$ cat src/rtl/usb_rx_pkg.sv
// Shared types and constants for the USB RX packet parser: PIDs, FSM states,
// error codes and CRC polynomials/residuals.
package usb_rx_pkg;

   localparam logic [3:0] PID_OUT   = 4'h1;
   localparam logic [3:0] PID_IN    = 4'h9;
   localparam logic [3:0] PID_SETUP = 4'hD;
   localparam logic [3:0] PID_DATA0 = 4'h3;
   localparam logic [3:0] PID_DATA1 = 4'hB;
   localparam logic [3:0] PID_ACK   = 4'h2;
   localparam logic [3:0] PID_NAK   = 4'hA;
   localparam logic [3:0] PID_STALL = 4'hE;

   typedef enum logic [2:0] {
      ST_IDLE,
      ST_PID,
      ST_TOKEN,
      ST_DATA,
      ST_HSHAKE,
      ST_DISCARD,
      ST_DONE
   } rx_state_t;

   typedef enum logic [2:0] {
      ERR_NONE  = 3'd0,
      ERR_PID   = 3'd1,
      ERR_LEN   = 3'd2,
      ERR_CRC   = 3'd3,
      ERR_OVF   = 3'd4,
      ERR_STUFF = 3'd5
   } rx_err_t;

   typedef enum logic [1:0] {
      PK_BAD,
      PK_TOKEN,
      PK_DATA,
      PK_HSHAKE
   } pid_class_t;

   localparam logic [4:0]  CRC5_POLY      = 5'h05;
   localparam logic [4:0]  CRC5_RESIDUAL  = 5'b01100;
   localparam logic [15:0] CRC16_POLY     = 16'h8005;
   localparam logic [15:0] CRC16_RESIDUAL = 16'h800D;

   // Upper nibble must be the complement of the lower one, and only the
   // PIDs this device understands are accepted.
   function automatic pid_class_t pid_class(input logic [7:0] b);
      pid_class_t c;
      c = PK_BAD;
      if (b[7:4] == ~b[3:0]) begin
         case (b[3:0])
            PID_OUT, PID_IN, PID_SETUP: c = PK_TOKEN;
            PID_DATA0, PID_DATA1:       c = PK_DATA;
            PID_ACK, PID_NAK, PID_STALL: c = PK_HSHAKE;
            default:                    c = PK_BAD;
         endcase
      end
      return c;
   endfunction

endpackage

$ cat src/rtl/usb_rx_crc.sv
// Byte-parallel USB CRC register, LSB-first, MSB-feedback form, all-ones seed.
// Checking the residual after the transmitted CRC bits validates the packet.
module usb_rx_crc
   import usb_rx_pkg::*;
#(
   parameter int               WIDTH = 5,
   parameter logic [WIDTH-1:0] POLY  = WIDTH'(5)
) (
   input  logic             clk,
   input  logic             n_rst,
   input  logic             init,
   input  logic             en,
   input  logic [7:0]       data,
   output logic [WIDTH-1:0] crc
);

   logic [WIDTH-1:0] crc_nxt;
   logic             fb;

   always_comb begin
      crc_nxt = crc;
      fb      = 1'b0;
      for (int i = 0; i < 8; i++) begin
         fb      = crc_nxt[WIDTH-1] ^ data[i];
         crc_nxt = {crc_nxt[WIDTH-2:0], 1'b0};
         if (fb) begin
            crc_nxt = crc_nxt ^ POLY;
         end
      end
   end

   always_ff @(posedge clk or negedge n_rst) begin
      if (!n_rst) begin
         crc <= '1;
      end else if (init) begin
         crc <= '1;
      end else if (en) begin
         crc <= crc_nxt;
      end
   end

endmodule

$ cat src/rtl/usb_rx_packet_parser.sv
// USB RX packet parser: PID check, token field extraction, data payload
// streaming with CRC16 stripping. Optional CRC checking: USB_RX_CRC_CHECK_EN.
module usb_rx_packet_parser
   import usb_rx_pkg::*;
#(
   parameter int MAX_DATA = 64,
   parameter int OCC_W    = 7
) (
   input  logic             clk,
   input  logic             n_rst,
   // Byte interface: byte_ready_RX is a one-cycle strobe qualifying byte_RX,
   // no backpressure; eop_RX and stuff_err_RX are one-cycle pulses.
   input  logic             byte_ready_RX,
   input  logic [7:0]       byte_RX,
   input  logic             eop_RX,
   input  logic             stuff_err_RX,
   input  logic [OCC_W-1:0] Buffer_Occupancy,
   output logic             Store_RX_Packet_Data,
   output logic [7:0]       RX_Packet_Data,
   output logic             packet_done_RX,
   output logic [3:0]       pid_RX,
   output logic [6:0]       addr_RX,
   output logic [3:0]       endp_RX,
   output logic [OCC_W-1:0] data_count_RX,
   output rx_err_t          err_RX
);

   localparam logic [OCC_W-1:0] MAX_CNT = OCC_W'(MAX_DATA);

   rx_state_t        state;
   rx_err_t          err_q;
   rx_err_t          eop_err;
   pid_class_t       pclass;
   logic [7:0]       pid_byte;
   logic [1:0]       byte_cnt;
   logic [7:0]       hold0;
   logic [7:0]       hold1;
   logic [7:0]       tok_b1;
   logic [2:0]       tok_endp_hi;
   logic             tok_pkt;
   logic [OCC_W-1:0] pay_cnt;
   logic             crc5_bad;
   logic             crc16_bad;

`ifdef USB_RX_CRC_CHECK_EN
   logic        crc_init;
   logic        crc_en;
   logic [4:0]  crc5;
   logic [15:0] crc16;

   assign crc_init = (state == ST_PID);
   assign crc_en   = byte_ready_RX && ((state == ST_TOKEN) || (state == ST_DATA));

   usb_rx_crc #(.WIDTH(5), .POLY(CRC5_POLY)) u_crc5 (
      .clk   (clk),
      .n_rst (n_rst),
      .init  (crc_init),
      .en    (crc_en),
      .data  (byte_RX),
      .crc   (crc5)
   );

   usb_rx_crc #(.WIDTH(16), .POLY(CRC16_POLY)) u_crc16 (
      .clk   (clk),
      .n_rst (n_rst),
      .init  (crc_init),
      .en    (crc_en),
      .data  (byte_RX),
      .crc   (crc16)
   );

   assign crc5_bad  = (crc5 != CRC5_RESIDUAL);
   assign crc16_bad = (crc16 != CRC16_RESIDUAL);
`else
   assign crc5_bad  = 1'b0;
   assign crc16_bad = 1'b0;
`endif

   assign pclass = pid_class(pid_byte);

   // Error reported if eop_RX arrives in the current state.
   always_comb begin
      eop_err = ERR_NONE;
      case (state)
         ST_IDLE: eop_err = ERR_LEN;
         ST_PID: begin
            if (pclass == PK_BAD)         eop_err = ERR_PID;
            else if (stuff_err_RX)        eop_err = ERR_STUFF;
            else if (pclass != PK_HSHAKE) eop_err = ERR_LEN;
         end
         ST_TOKEN: begin
            if (stuff_err_RX)           eop_err = ERR_STUFF;
            else if (byte_cnt != 2'd2)  eop_err = ERR_LEN;
            else if (crc5_bad)          eop_err = ERR_CRC;
         end
         ST_DATA: begin
            if (stuff_err_RX)           eop_err = ERR_STUFF;
            else if (byte_cnt != 2'd2)  eop_err = ERR_LEN;
            else if (crc16_bad)         eop_err = ERR_CRC;
         end
         ST_HSHAKE: begin
            if (stuff_err_RX) eop_err = ERR_STUFF;
         end
         ST_DISCARD: eop_err = err_q;
         default:    eop_err = ERR_NONE;
      endcase
   end

   always_ff @(posedge clk or negedge n_rst) begin
      if (!n_rst) begin
         state                <= ST_IDLE;
         err_q                <= ERR_NONE;
         pid_byte             <= '0;
         byte_cnt             <= '0;
         hold0                <= '0;
         hold1                <= '0;
         tok_b1               <= '0;
         tok_endp_hi          <= '0;
         tok_pkt              <= 1'b0;
         pay_cnt              <= '0;
         Store_RX_Packet_Data <= 1'b0;
         RX_Packet_Data       <= '0;
         packet_done_RX       <= 1'b0;
         pid_RX               <= '0;
         addr_RX              <= '0;
         endp_RX              <= '0;
         data_count_RX        <= '0;
         err_RX               <= ERR_NONE;
      end else begin
         Store_RX_Packet_Data <= 1'b0;
         packet_done_RX       <= 1'b0;
         if (eop_RX && (state != ST_DONE)) begin
            // Results are registered on the EOP edge so the pulse lands one clock later.
            state          <= ST_DONE;
            packet_done_RX <= 1'b1;
            err_RX         <= eop_err;
            pid_RX         <= (state == ST_IDLE) ? 4'h0 : pid_byte[3:0];
            data_count_RX  <= (state == ST_IDLE) ? '0 : pay_cnt;
            if ((state != ST_IDLE) && tok_pkt && (byte_cnt == 2'd2)) begin
               addr_RX <= tok_b1[6:0];
               endp_RX <= {tok_endp_hi, tok_b1[7]};
            end
         end else begin
            case (state)
               ST_IDLE: begin
                  if (byte_ready_RX) begin
                     pid_byte <= byte_RX;
                     byte_cnt <= '0;
                     pay_cnt  <= '0;
                     tok_pkt  <= 1'b0;
                     err_q    <= ERR_NONE;
                     state    <= ST_PID;
                  end
               end
               ST_PID: begin
                  if (pclass == PK_BAD) begin
                     err_q <= ERR_PID;
                     state <= ST_DISCARD;
                  end else if (stuff_err_RX) begin
                     err_q <= ERR_STUFF;
                     state <= ST_DISCARD;
                  end else begin
                     tok_pkt <= (pclass == PK_TOKEN);
                     case (pclass)
                        PK_TOKEN: state <= ST_TOKEN;
                        PK_DATA:  state <= ST_DATA;
                        default:  state <= ST_HSHAKE;
                     endcase
                  end
               end
               ST_TOKEN: begin
                  if (stuff_err_RX) begin
                     err_q <= ERR_STUFF;
                     state <= ST_DISCARD;
                  end else if (byte_ready_RX) begin
                     case (byte_cnt)
                        2'd0: begin
                           tok_b1   <= byte_RX;
                           byte_cnt <= 2'd1;
                        end
                        2'd1: begin
                           tok_endp_hi <= byte_RX[2:0];
                           byte_cnt    <= 2'd2;
                        end
                        default: begin
                           err_q <= ERR_LEN;
                           state <= ST_DISCARD;
                        end
                     endcase
                  end
               end
               ST_DATA: begin
                  if (stuff_err_RX) begin
                     err_q <= ERR_STUFF;
                     state <= ST_DISCARD;
                  end else if (byte_ready_RX) begin
                     // The two newest bytes stay held: at EOP they are the CRC16.
                     if (byte_cnt != 2'd2) begin
                        if (byte_cnt == 2'd0) hold0 <= byte_RX;
                        else                  hold1 <= byte_RX;
                        byte_cnt <= byte_cnt + 2'd1;
                     end else if (pay_cnt == MAX_CNT) begin
                        err_q <= ERR_LEN;
                        state <= ST_DISCARD;
                     end else if (Buffer_Occupancy == MAX_CNT) begin
                        err_q <= ERR_OVF;
                        state <= ST_DISCARD;
                     end else begin
                        Store_RX_Packet_Data <= 1'b1;
                        RX_Packet_Data       <= hold0;
                        hold0                <= hold1;
                        hold1                <= byte_RX;
                        pay_cnt              <= pay_cnt + 1'b1;
                     end
                  end
               end
               ST_HSHAKE: begin
                  if (stuff_err_RX) begin
                     err_q <= ERR_STUFF;
                     state <= ST_DISCARD;
                  end else if (byte_ready_RX) begin
                     err_q <= ERR_LEN;
                     state <= ST_DISCARD;
                  end
               end
               ST_DISCARD: state <= ST_DISCARD;
               ST_DONE:    state <= ST_IDLE;
               default:    state <= ST_IDLE;
            endcase
         end
      end
   end

endmodule

$ cat config.mk
export PLATFORM = sky130hd
export DESIGN_NAME = usb_rx_packet_parser
export DESIGN_NICKNAME = d
export VERILOG_FILES = /design/src/rtl/usb_rx_pkg.sv /design/src/rtl/usb_rx_crc.sv /design/src/rtl/usb_rx_packet_parser.sv
export SDC_FILE = /design/constraint.sdc
export NUM_CORES = 1
export LEC_CHECK = 0
export ABC_AREA = 1
export BUFFER_PORTS_ARGS = -buffer_cell sky130_fd_sc_hd__buf_2
export CORE_MARGIN = 3
export CORE_UTILIZATION = 55
export CTS_CLUSTER_DIAMETER = 60
export DETAILED_ROUTE_END_ITERATION = 10
export GPL_ROUTABILITY_DRIVEN = 0
export PLACE_DENSITY = 0.81
export SLEW_MARGIN = 20
export SYNTH_ARGS = -nofsm -noshare
export SYNTH_HDL_FRONTEND = slang
export SYNTH_SLANG_ARGS = --single-unit
export TNS_END_PERCENT = 1
$ cat constraint.sdc
create_clock -name clk -period 2.61 [get_ports clk]
set_clock_uncertainty 0.05 [all_clocks]
set_input_delay 0.1305 -clock clk [delete_from_list [all_inputs] [get_ports clk]]
set_output_delay 0.1305 -clock clk [all_outputs]
set_load 0.02 [all_outputs]
==> results of run 1 <==
==> layer usage <==
layer  vias up  share of wire [%]  track usage, %  routed length [µm]
met1      1692                 44           31.31                4132
met3        26                6.3           3.606                 591
met4         0                3.0           10.47                 280
li1       1766                  -               -                   -
met2       142                 47           35.78                4377
met5         -                  0               0                   0
==> registers in the layout, indices dropped and copies added (netlist names), 4 cells and up <==
signal	count
RX_Packet_Data	8
addr_RX	7
data_count_RX	7
endp_RX	4
hold0	8
hold1	8
pay_cnt	7
pid_RX	4
pid_byte	8
tok_b1	8
==> how the worst max path moves through the flow <==
stage | start | cells after the start | endpoint | slack, ns
2_1_floorplan | pid_byte[0]$_DFFE_PN0P_ | 14 | err_q[2]$_DFFE_PN0P_ | 0.72
3_5_place_dp | pid_byte[0]$_DFFE_PN0P_ | 13 | tok_pkt$_DFFE_PN0P_ | 0.47
3_3_place_gp | pid_byte[0]$_DFFE_PN0P_ | 14 | err_q[2]$_DFFE_PN0P_ | 0.61
5_1_grt | pid_byte[0]$_DFFE_PN0P_ | 13 | tok_pkt$_DFFE_PN0P_ | 0.13
4_1_cts | pid_byte[0]$_DFFE_PN0P_ | 13 | tok_pkt$_DFFE_PN0P_ | 0.42
6_report | pid_byte[0]$_DFFE_PN0P_ | 13 | tok_pkt$_DFFE_PN0P_ | 0.41
==> power by group <==
group | internal (W) | switching [W] | leakage (nW)
clock network | 0.000389 | 0.000513 | 0.0967
logic | 0.000490 | 0.000947 | 1.38
registers | 0.00166 | 0.000273 | 1.16
==> area by class of cell <==
type | count | area (µm²)
clock buffer | 10 | 137.6
clock inverter | 6 | 52.55
fill | 651 | 2511
inverter | 43 | 166.4
multi-input combinational | 361 | 1829
sequential | 86 | 2152
tap | 99 | 123.9
timing repair buffer | 67 | 396.6
==> kinds of logic after synthesis <==
kind of cell,count (synthesis)
and+or+nand+nor,254
DFF,86
AOI/OAI and AO/OA,84
buffers and inverters,58
muxes,11
adders and majority gates,9
xor gates and xnor gates,3
==> cells in the mapped netlist <==
cell and count:
nand2_1 177, dfrtp_1 86, o21ai_0 44, inv_1 40, nor2_1 29, nand3_1 24, o21ai_1 20, ha_1 9
o31ai_1 9, clkbuf_1 7, mux2_1 6, nand4_1 6, a21oi_1 5, buf_2 5, mux2_2 5, nand2_2 3
nor3_1 3, or2_2 3, buf_6 2, inv_4 2, nor2_4 2, xnor2_1 2, a21oi_2 1, a22oi_1 1
and3_1 1, buf_4 1, inv_2 1, nand3_2 1, nand3b_1 1, nand3b_4 1, nand4_4 1, nor2_8 1
nor2b_1 1, o211ai_1 1, o21ai_2 1, o21ai_4 1, o21bai_1 1, xor2_1 1
==> worst max-delay path: stages, from the launching register on <==
cell	delay, ns
dfrtp_1	0.40
inv_1	0.11
ha_1	0.15
nand3_1	0.06
o21ai_0	0.07
and3_1	0.20
inv_1	0.07
ha_1	0.20
o21ai_0	0.24
nand2_1	0.12
nor2_1	0.14
o21ai_0	0.12
nand2_1	0.10
nand2_1	0.06
==> what timing repair did <==
item,4_1_cts,5_1_grt
resized for setup,0,0
hold buffers,9,0
setup buffers,0,0
hold endpoints to repair,94,0
==> stage by stage <==
stage               power (W)  util, %  hold WS (ns)  worst slack [ns]
floorplan            0.002969        -       -0.2151            0.7219
global placement     0.003291    62.07        0.2984            0.6135
detailed placement   0.003365    62.07        0.3029            0.4654
CTS                  0.004276    65.87       0.05394            0.4187
global route         0.004593    65.93        0.1018            0.1313
finish               0.004276    65.93       0.08149            0.4130
==> summary.md, run 1 <==
| Metric | Value |
|---|---|
| Skew-Pair Late Insertion Delay | `0.36 ns` |
| Share of cells above drive strength 1 | `16.93%` |
| Hold Path Depth | `4` |
| Cell variety after synth | `38` |
| Adder-cell share of the synthesized area | `2.663%` |
| Pin count of the biggest net entering global routing | `87` |
| Crit Reg-Reg Endpoint | `tok_pkt$_DFFE_PN0P_` |
| Die area | `0.008778 mm²` |
| Critical path launch point type | `flip-flop` |
| RSZ-0062 raised after global routing | `false` |
| Status | `finished clean` |
| Via/cell ratio | `5.396` |
| Hold Path Class | `in2reg` |
| Non-Filler Instances | `672` |
| Synth Area in Compound Gates | `11.09%` |
| GRT Overall Usage | `22.85%` |
| # DRC | `0` |
| Mapped cell area | `0.004229 mm²` |
| Grt ovf | `0` |
| Avg Cell Area, Syn | `8.374 µm²` |
| Max FO, Critical Path | `3` |
| Crit. End Element | `flip-flop` |
| Vias in the first global route | `3450` |
| Routed WL | `9382 µm` |
| HPWL after DPL | `6715 µm` |
| Leakage Power | `2.630 nW` |
| Clock Sinks | `86` |
| Commonest non-fill, non-tap cells in the layout | `nand2_1, dfrtp_1, buf_2` |
| Initial antenna violation count | `0` |
| Max_cap viols | `0` |
| Placed Cells | `647` |
| Crit path time final | `2.197 ns` |
| Hold Vio Cnt, Final | `0` |
| Hold_sp | `byte_ready_RX` |
| Register area share after synthesis | `50.89%` |
| Max VDD drop | `481.2 µV` |
| Slew @ Worst Pin | `0.7530 ns` |
| WP data required | `2.80 ns` |
| Flop2flop setup slack | `0.41 ns` |
| Clock Tree Buf Depth | `2` |
| Largest family of logic cells by synthesized area | `simple AND/OR/NAND/NOR gates` |
| Row count | `31` |
| Pwr dens | `880.0 mW/mm²` |
| Top cell type by total area after synthesis | `dfrtp_1` |
| I/O pin cnt | `55` |
| Antenna cells | `0` |
| Simple-Gate Fraction of Synth Area | `25.95%` |
| R2R cell count | `13` |
| Final nets | `597` |
| Post-Place Cell Area | `0.004574 mm²` |
| Fin crit share | `84.18%` |
| First-pass DRT Iterations | `5` |
| DR vias | `3626` |
| Final setup violation count | `0` |
| Slew Limit Fails | `0` |
| 1st-iter DRT viols | `260` |
| Arrival time worst endpoint | `2.39 ns` |
| XOR/XNOR Fraction of Synth Area | `0.6213%` |
| Syn nets | `534` |
| Fmax | `0.4552 GHz` |
| Clock H-tree levels | `3` |
| Syn-to-layout area delta | `14.88%` |
| Die X-Extent | `93.69 µm` |
| Worst setup path class | `reg2reg` |
| Hold Crit Endpoint | `state[2]$_DFFE_PN0P_` |
| Buffers on Ports | `54` |
| Max transition margin | `49.80%` |
| Gate Count Post-Synth | `505` |
| First-pass GRT wire length | `15920 µm` |
| Final ANT Viol Nets | `0` |
| Die height | `93.69 µm` |
| Cts bufs inserted | `9` |
| Clock-pin slew on the worst setup and hold paths | `0.09 ns` |
| FF-to-FF Start | `pid_byte[0]$_DFFE_PN0P_` |
| Yosys warning total | `0` |
| Share of the synthesized area in the top cell type | `50.89%` |
| Initial Utilization | `57.39%` |
| Post-Route Setup TNS | `0 ns` |
| TritonCTS clock tree | `yes` |
| Core area | `0.007370 mm²` |
| Final Cell Area | `0.004858 mm²` |
| Synth area leaders | `dfrtp_1, nand2_1, o21ai_0, inv_1, nand3_1` |
| DR WL/cell | `13.96 µm` |
| Number of synthesized register bits | `86` |
| CTS root buf | `clkbuf_8` |
| Mux share of post-synthesis cell area | `2.929%` |
| Commonest non-fill, non-tap cell in the layout | `nand2_1` |
Note: power is estimated with default switching activity, not from simulation.
==> run 2: changes to the inputs <==
--- a/config.mk
+++ b/config.mk
@@ -8,7 +8,7 @@
 export ABC_AREA = 1
 export BUFFER_PORTS_ARGS = -buffer_cell sky130_fd_sc_hd__buf_2
 export CORE_MARGIN = 3
-export CORE_UTILIZATION = 55
+export CORE_UTILIZATION = 52
 export CTS_CLUSTER_DIAMETER = 60
 export DETAILED_ROUTE_END_ITERATION = 10
 export GPL_ROUTABILITY_DRIVEN = 0
==> constraint.sdc (replaced) <==
create_clock -name clk -period 1.95 [get_ports clk]
set_clock_uncertainty 0.05 [all_clocks]
set_input_delay 0.0975 -clock clk [delete_from_list [all_inputs] [get_ports clk]]
set_output_delay 0.0975 -clock clk [all_outputs]
set_load 0.02 [all_outputs]
==> run 2 against run 1 <==
The flow now finishes with violations (negative setup slack). First-iteration DRC count increased by 0.38%. Setup slack got worse by 0.42 ns. Clock-buffer cell count decreased by 1. Fmax increased by 12%. Cell count increased by 2.8%. Sequential power increased by 34%. Global-route usage decreased by 0.84 points. Critical path depth unchanged. Largest power group unchanged. Total power increased by 46%. Sequential share of layout area decreased by 2.7 points. Die area increased by 5.4%. Non-clock buffer count increased by 16.
==> summary.md, run 2 (synthesized netlist as in run 1, its figures left out) <==
| Metric | Value |
|---|---|
| Status | `complete, but fails checks` |
| Violated checks | `negative setup slack` |
| First-pass GRT wire length | `15790 µm (-0.78%)` |
| Grt ovf | `0 (unchanged)` |
| Final Cell Area | `0.005186 mm² (+6.7%)` |
| Final nets | `613 (+2.7%)` |
| Max_cap viols | `0 (unchanged)` |
| Die height | `96.18 µm (+2.7%)` |
| Non-Filler Instances | `691 (+2.8%)` |
| Via/cell ratio | `5.365 (-0.58%)` |
| # DRC | `0 (unchanged)` |
| Clock H-tree levels | `3 (unchanged)` |
| Initial Utilization | `54.17% (-3.2 points)` |
| Cell repeated most along the worst path | `nand2_2` |
| Slew @ Worst Pin | `0.5667 ns (-0.1863 ns)` |
| Crit-path max cell delay | `0.41 ns (about the same)` |
| Core area | `0.007807 mm² (+5.9%)` |
| Fin crit share | `100.6% (+16 points)` |
| I/O pin cnt | `55 (unchanged)` |
| DR vias | `3707 (+2.2%)` |
| Hold Path Class | `in2reg` |
| Placed Cells | `662 (+2.3%)` |
| Crit-path slowest cell | `dfrtp_1` |
| TritonCTS clock tree | `yes` |
| Max FO, Critical Path | `3 (unchanged)` |
| Final setup violation count | `5 (+5)` |
| Final WS setup | `-0.01147 ns (-0.4244 ns)` |
| Pwr dens | `1200 mW/mm² (+36%)` |
| WP data required | `2.15 ns (-0.65 ns)` |
| Final ANT Viol Nets | `0 (unchanged)` |
| Buffers on Ports | `54 (unchanged)` |
| 1st-iter DRT viols | `261 (+0.38%)` |
| Share of cells above drive strength 1 | `24.28% (+7.3 points)` |
| Initial antenna violation count | `0 (unchanged)` |
| Vias in the first global route | `3443 (-0.20%)` |
| Die area | `0.009251 mm² (+5.4%)` |
| Sequential Area | `0.002157 mm² (+0.23%)` |
| Routed WL | `9972 µm (+6.3%)` |
| Post-Place Cell Area | `0.004693 mm² (+2.6%)` |
| Clock Tree Buf Depth | `2 (unchanged)` |
| RSZ-0062 raised after global routing | `true` |
| Commonest non-fill, non-tap cells in the layout | `nand2_1, dfrtp_1, buf_2` |
| Row count | `32 (+3.2%)` |
| Clock Sinks | `86 (unchanged)` |
| Crit path time final | `1.961 ns (-0.2356 ns)` |
| DR WL/cell | `14.43 µm (+3.4%)` |
| Critical path launch point type | `flip-flop` |
| Commonest non-fill, non-tap cell in the layout | `nand2_1` |
| Hold_ws | `0.04855 ns (-0.03293 ns)` |
| Area of the multi-input gates | `0.001981 mm² (+8.3%)` |
| Worst setup path class | `reg2reg` |
| Slew Limit Fails | `0 (unchanged)` |
| Fmax | `0.5098 GHz (+12%)` |
| Crit-path cells | `buf_6 > nand2_2 > nand2_2 > nor2_2 > and3_4 > inv_4 > ha_4 > o21ai_4 > nand2_2 > nor2_4 > o21ai_1 > nand2_1 > nand2_1` |
| Die X-Extent | `96.18 µm (+2.7%)` |
| Arrival time worst endpoint | `2.16 ns (-0.23 ns)` |
| Syn-to-layout area delta | `22.63%` |
| Leakage Power | `2.747 nW (+4.4%)` |
| Crit. End Element | `flip-flop` |
| Filler instances | `616 (-5.4%)` |
| Max VDD drop | `643.0 µV (+34%)` |
| First-pass DRT Iterations | `5 (unchanged)` |
| Max transition margin | `62.08% (+12 points)` |
| Cts bufs inserted | `9 (unchanged)` |
| Skew-Pair Late Insertion Delay | `0.37 ns (about the same)` |
| Clock-pin slew on the worst setup and hold paths | `0.10 ns (about the same)` |
| Buf/Inv on CP | `2 (unchanged)` |
| GRT Overall Usage | `22.01% (-0.84 points)` |
| Antenna cells | `0 (unchanged)` |
| Pin count of the biggest net entering global routing | `48 (-45%)` |
| Hold Vio Cnt, Final | `0 (unchanged)` |
| CTS root buf | `clkbuf_8` |
| Top Family by Delay on Critical Path | `simple AND/OR/NAND/NOR gates` |
| HPWL after DPL | `7064 µm (+5.2%)` |
==> run 2: cell count changes in the layout (fill, tap and decap cells not counted), sizes merged <==
cell,before,now
clkinv,2,3
clkbuf,10,9
inv,46,45
bufinv,0,1
buf,58,74
==> run 2: cell type report <==
| class | instances | area share [%] |
|---|---|---|
| clock buffer | 9 | 2.388 |
| clock inverter | 7 | 1.544 |
| inverter | 43 | 3.305 |
| multi-input combinational | 361 | 38.19 |
| sequential | 86 | 41.59 |
| tap | 102 | 2.461 |
| timing repair buffer | 83 | 10.52 |
==> run 2: path summary, 6_finish.rpt <==
path | from | end | slack (ns) | depth (start not counted)
worst min-delay path | eop_RX | packet_done_RX$_DFF_PN0_ | 0.05 | 3
max in group asynchronous | n_rst | pid_byte[2]$_DFFE_PN0P_ | 1.04 | 3
worst max register to register | pid_byte[0]$_DFFE_PN0P_ | tok_pkt$_DFFE_PN0P_ | -0.01 | 13
worst max-delay path | pid_byte[0]$_DFFE_PN0P_ | tok_pkt$_DFFE_PN0P_ | -0.01 | 13
min in group asynchronous | n_rst | data_count_RX[5]$_DFFE_PN0P_ | 0.20 | 2
worst min register to register | data_count_RX[6]$_DFFE_PN0P_ | data_count_RX[6]$_DFFE_PN0P_ | 0.43 | 2
==> run 2: routing by layer <==
| layer | up-vias | global-route usage [%] | part of all wire (%) |
|---|---|---|---|
| met2 | 161 | 36.80 | 50 |
| met1 | 1722 | 27.74 | 41 |
| met3 | 33 | 5.004 | 5.8 |
| li1 | 1791 | - | - |
| met5 | - | 0 | 0 |
| met4 | 0 | 8.175 | 2.8 |
==> run 2: what timing repair did <==
item,in CTS,in global routing
pin swaps,1,14
hold buffers,9,0
endpoints found under the setup margin,5,35
hold endpoints to repair,50,0
buffers inserted,1,3
gates resized for setup,4,44
==> run 2: through the flow <==
| step | utilization (%) | setup slack (ns) | TNS, ns | power (W) |
|---|---|---|---|---|
| floorplan | - | 0.06192 | 0 | 0.003974 |
| global placement | 60.11 | 0.04338 | 0 | 0.004528 |
| detailed placement | 60.11 | -0.1506 | -0.2627 | 0.004636 |
| CTS | 64.05 | -0.006562 | -0.006562 | 0.005943 |
| global route | 66.43 | -0.1208 | -0.8278 | 0.006662 |
| finish | 66.43 | -0.01147 | -0.02659 | 0.006222 |
==> run 2: worst reg2reg max path, stage by stage (launching register included) <==
cell and delay, ns:
dfrtp_1 0.41, buf_6 0.13, nand2_2 0.05, nand2_2 0.06, nor2_2 0.16, and3_4 0.22
inv_4 0.04, ha_4 0.17, o21ai_4 0.14, nand2_2 0.10, nor2_4 0.10, o21ai_1 0.08
nand2_1 0.10, nand2_1 0.05
==> run 2: power breakdown <==
part           switching (W)  internal, W
Combinational        0.00146     0.000878
Sequential          0.000365      0.00223
Clock               0.000680     0.000607
Total                0.00250      0.00372
==> run 3: changes to the inputs <==
--- a/config.mk
+++ b/config.mk
@@ -7,12 +7,14 @@
 export LEC_CHECK = 0
 export ABC_AREA = 1
 export BUFFER_PORTS_ARGS = -buffer_cell sky130_fd_sc_hd__buf_2
+export CELL_PAD_IN_SITES_DETAIL_PLACEMENT = 1
+export CELL_PAD_IN_SITES_GLOBAL_PLACEMENT = 2
 export CORE_MARGIN = 3
-export CORE_UTILIZATION = 52
+export CORE_UTILIZATION = 31
 export CTS_CLUSTER_DIAMETER = 60
 export DETAILED_ROUTE_END_ITERATION = 10
 export GPL_ROUTABILITY_DRIVEN = 0
-export PLACE_DENSITY = 0.81
+export PLACE_DENSITY = 0.8
 export SLEW_MARGIN = 20
 export SYNTH_ARGS = -nofsm -noshare
 export SYNTH_HDL_FRONTEND = slang
==> run 3 against run 2 <==
The run now ends clean. Non-clock buffer count up 19. Die area up 63%. Fmax up 2.6%. Sequential power about the same. Sequential cell count unchanged. Critical path type unchanged. Critical endpoint is now err_q[2]$_DFFE_PN0P_. Largest power group unchanged. Highest routed layer unchanged.
==> summary.md, run 3 (synthesized netlist as in run 1, its figures left out) <==
| Metric | Value |
|---|---|
| Status | `finished clean` |
| Crit. End Element | `flip-flop` |
| WP data required | `2.13 ns (-0.02 ns)` |
| Non-Filler Instances | `784 (+13%)` |
| Flop2flop setup slack | `0.04 ns (+0.05 ns)` |
| Initial antenna violation count | `0 (unchanged)` |
| Slew @ Worst Pin | `0.5220 ns (-0.04468 ns)` |
| Commonest non-fill, non-tap cell in the layout | `nand2_1` |
| Max FO, Critical Path | `3 (unchanged)` |
| Arrival time worst endpoint | `2.09 ns (-0.07 ns)` |
| Area of the multi-input gates | `0.002014 mm² (+1.7%)` |
| Buffers on Ports | `54 (unchanged)` |
| Cts bufs inserted | `9 (unchanged)` |
| DR WL/cell | `14.73 µm (+2.1%)` |
| I/O pin cnt | `55 (unchanged)` |
| TritonCTS clock tree | `yes` |
| Die X-Extent | `122.8 µm (+28%)` |
| Row count | `42 (+31%)` |
| Pwr dens | `1277 mW/mm² (+6.4%)` |
| DR vias | `3713 (+0.16%)` |
| Max_cap viols | `0 (unchanged)` |
| Max transition margin | `65.07% (+3.0 points)` |
| First-pass GRT wire length | `19090 µm (+21%)` |
| Max VDD drop | `904.2 µV (+41%)` |
| 1st-iter DRT viols | `109 (-58%)` |
| Crit path time final | `1.911 ns (-0.05020 ns)` |
| Clock Tree Buf Depth | `2 (unchanged)` |
| Pin count of the biggest net entering global routing | `39 (-19%)` |
| Skew-Pair Late Insertion Delay | `0.35 ns (-0.02 ns)` |
| Slew Limit Fails | `0 (unchanged)` |
| Final WS setup | `0.03873 ns (+0.05020 ns)` |
| Leakage Power | `2.909 nW (+5.9%)` |
| Fin crit share | `98.01% (-2.6 points)` |
| Hold Vio Cnt, Final | `0 (unchanged)` |
| Via/cell ratio | `4.736 (-12%)` |
| RSZ-0062 raised after global routing | `true` |
| Antenna cells | `0 (unchanged)` |
| Syn-to-layout area delta | `31.98%` |
| Vias in the first global route | `3901 (+13%)` |
| Clock Sinks | `86 (unchanged)` |
| Commonest non-fill, non-tap cells in the layout | `nand2_1, dfrtp_1, buf_2` |
| Sequential Area | `0.002156 mm² (about the same)` |
| Final ANT Viol Nets | `0 (unchanged)` |
| Grt ovf | `0 (unchanged)` |
| Final setup violation count | `0 (-5)` |
| GRT Overall Usage | `16.21% (-5.8 points)` |
| Worst setup path class | `reg2reg` |
| Initial Utilization | `31.81% (-22 points)` |
| Clock H-tree levels | `3 (unchanged)` |
| Final nets | `632 (+3.1%)` |
| Die area | `0.01508 mm² (+63%)` |
| Core area | `0.01330 mm² (+70%)` |
| Fmax | `0.5232 GHz (+2.6%)` |
| Placed Cells | `748 (+13%)` |
| Worst slack, placed | `-0.1502 ns (+0.0004150 ns)` |
| Routed WL | `11550 µm (+16%)` |
| Die height | `122.8 µm (+28%)` |
| First-pass DRT Iterations | `4 (-1)` |
| CTS root buf | `clkbuf_16` |
| Hold Path Class | `in2reg` |
| Post-Route Setup TNS | `0 ns (+0.02659 ns)` |
| Critical path launch point type | `flip-flop` |
| Filler instances | `1588 (+160%)` |
| Clock-pin slew on the worst setup and hold paths | `0.07 ns (-0.03 ns)` |
| # DRC | `0 (unchanged)` |
| HPWL after DPL | `8520 µm (+21%)` |
| Share of cells above drive strength 1 | `27.80% (+3.5 points)` |
## run 3: layer usage
metal  part of all wire (%)  vias to the layer above  track usage, %  routed length (µm)
met4                    1.7                        0           5.038                 195
met3                    3.3                       11           4.055                 383
li1                       -                     1839               -                   -
met2                     50                       52           27.23                5718
met1                     45                     1811           20.53                5253
met5                      0                        -               0                   0
## run 3: through the flow
step	hold WS (ns)	total power [W]	util [%]	instance area (µm²)
floorplan	-0.2481	0.003974	-	4229
global placement	0.03799	0.004703	36.67	4876
detailed placement	0.04470	0.004806	36.67	4876
CTS	0.02108	0.006863	40.31	5359
global route	0.08306	0.007693	41.98	5582
finish	0.05787	0.007126	41.98	5582
## run 3: layout make-up
type	instances	share of cell area (%)
flip-flops and latches	86	38.62
multi-input cells	361	36.09
repair buffers	102	12.40
clock buffers	9	4.035
well taps	176	3.945
inverters	43	3.026
clock inverters	7	1.883
## run 3: final timing paths
kind	cells past startpoint	startpoint	end
max	13	pid_byte[3]$_DFFE_PN0P_	err_q[2]$_DFFE_PN0P_
min	4	byte_ready_RX	state[2]$_DFFE_PN0P_
max reg2reg	13	pid_byte[3]$_DFFE_PN0P_	err_q[2]$_DFFE_PN0P_
min reg2reg	2	hold0[4]$_DFFE_PN0P_	RX_Packet_Data[4]$_DFFE_PN0P_
max in group asynchronous	3	n_rst	tok_b1[1]$_DFFE_PN0P_
min in group asynchronous	2	n_rst	pay_cnt[3]$_DFFE_PN0P_
## run 3: worst max-delay path, stage by stage, from the launching register on
cell and delay, ns:
dfrtp_1 0.43, buf_6 0.14, buf_4 0.13, nor2_2 0.10
nor2_1 0.06, nand3_2 0.10, ha_4 0.17, nor2_4 0.04
nand2_2 0.08, nand3_2 0.09, nor2b_4 0.17, nand2_2 0.10
nand2_2 0.07, nand2_1 0.05
## run 3: where the power goes
| group | internal (W) | switching, W | total (W) |
|---|---|---|---|
| clock network | 0.00114 | 0.000767 | 0.00191 |
| registers | 0.00224 | 0.000384 | 0.00262 |
| logic | 0.00104 | 0.00156 | 0.00260 |
| total | 0.00442 | 0.00271 | 0.00713 |
## run 3: timing repair
item / 4_1_cts / 5_1_grt
hold buffers: 9 / 0
hold endpoints to repair: 42 / 0
endpoints found under the setup margin: 8 / 36
pin swaps: 5 / 19
gates resized for setup: 9 / 47
setup buffers: 5 / 6
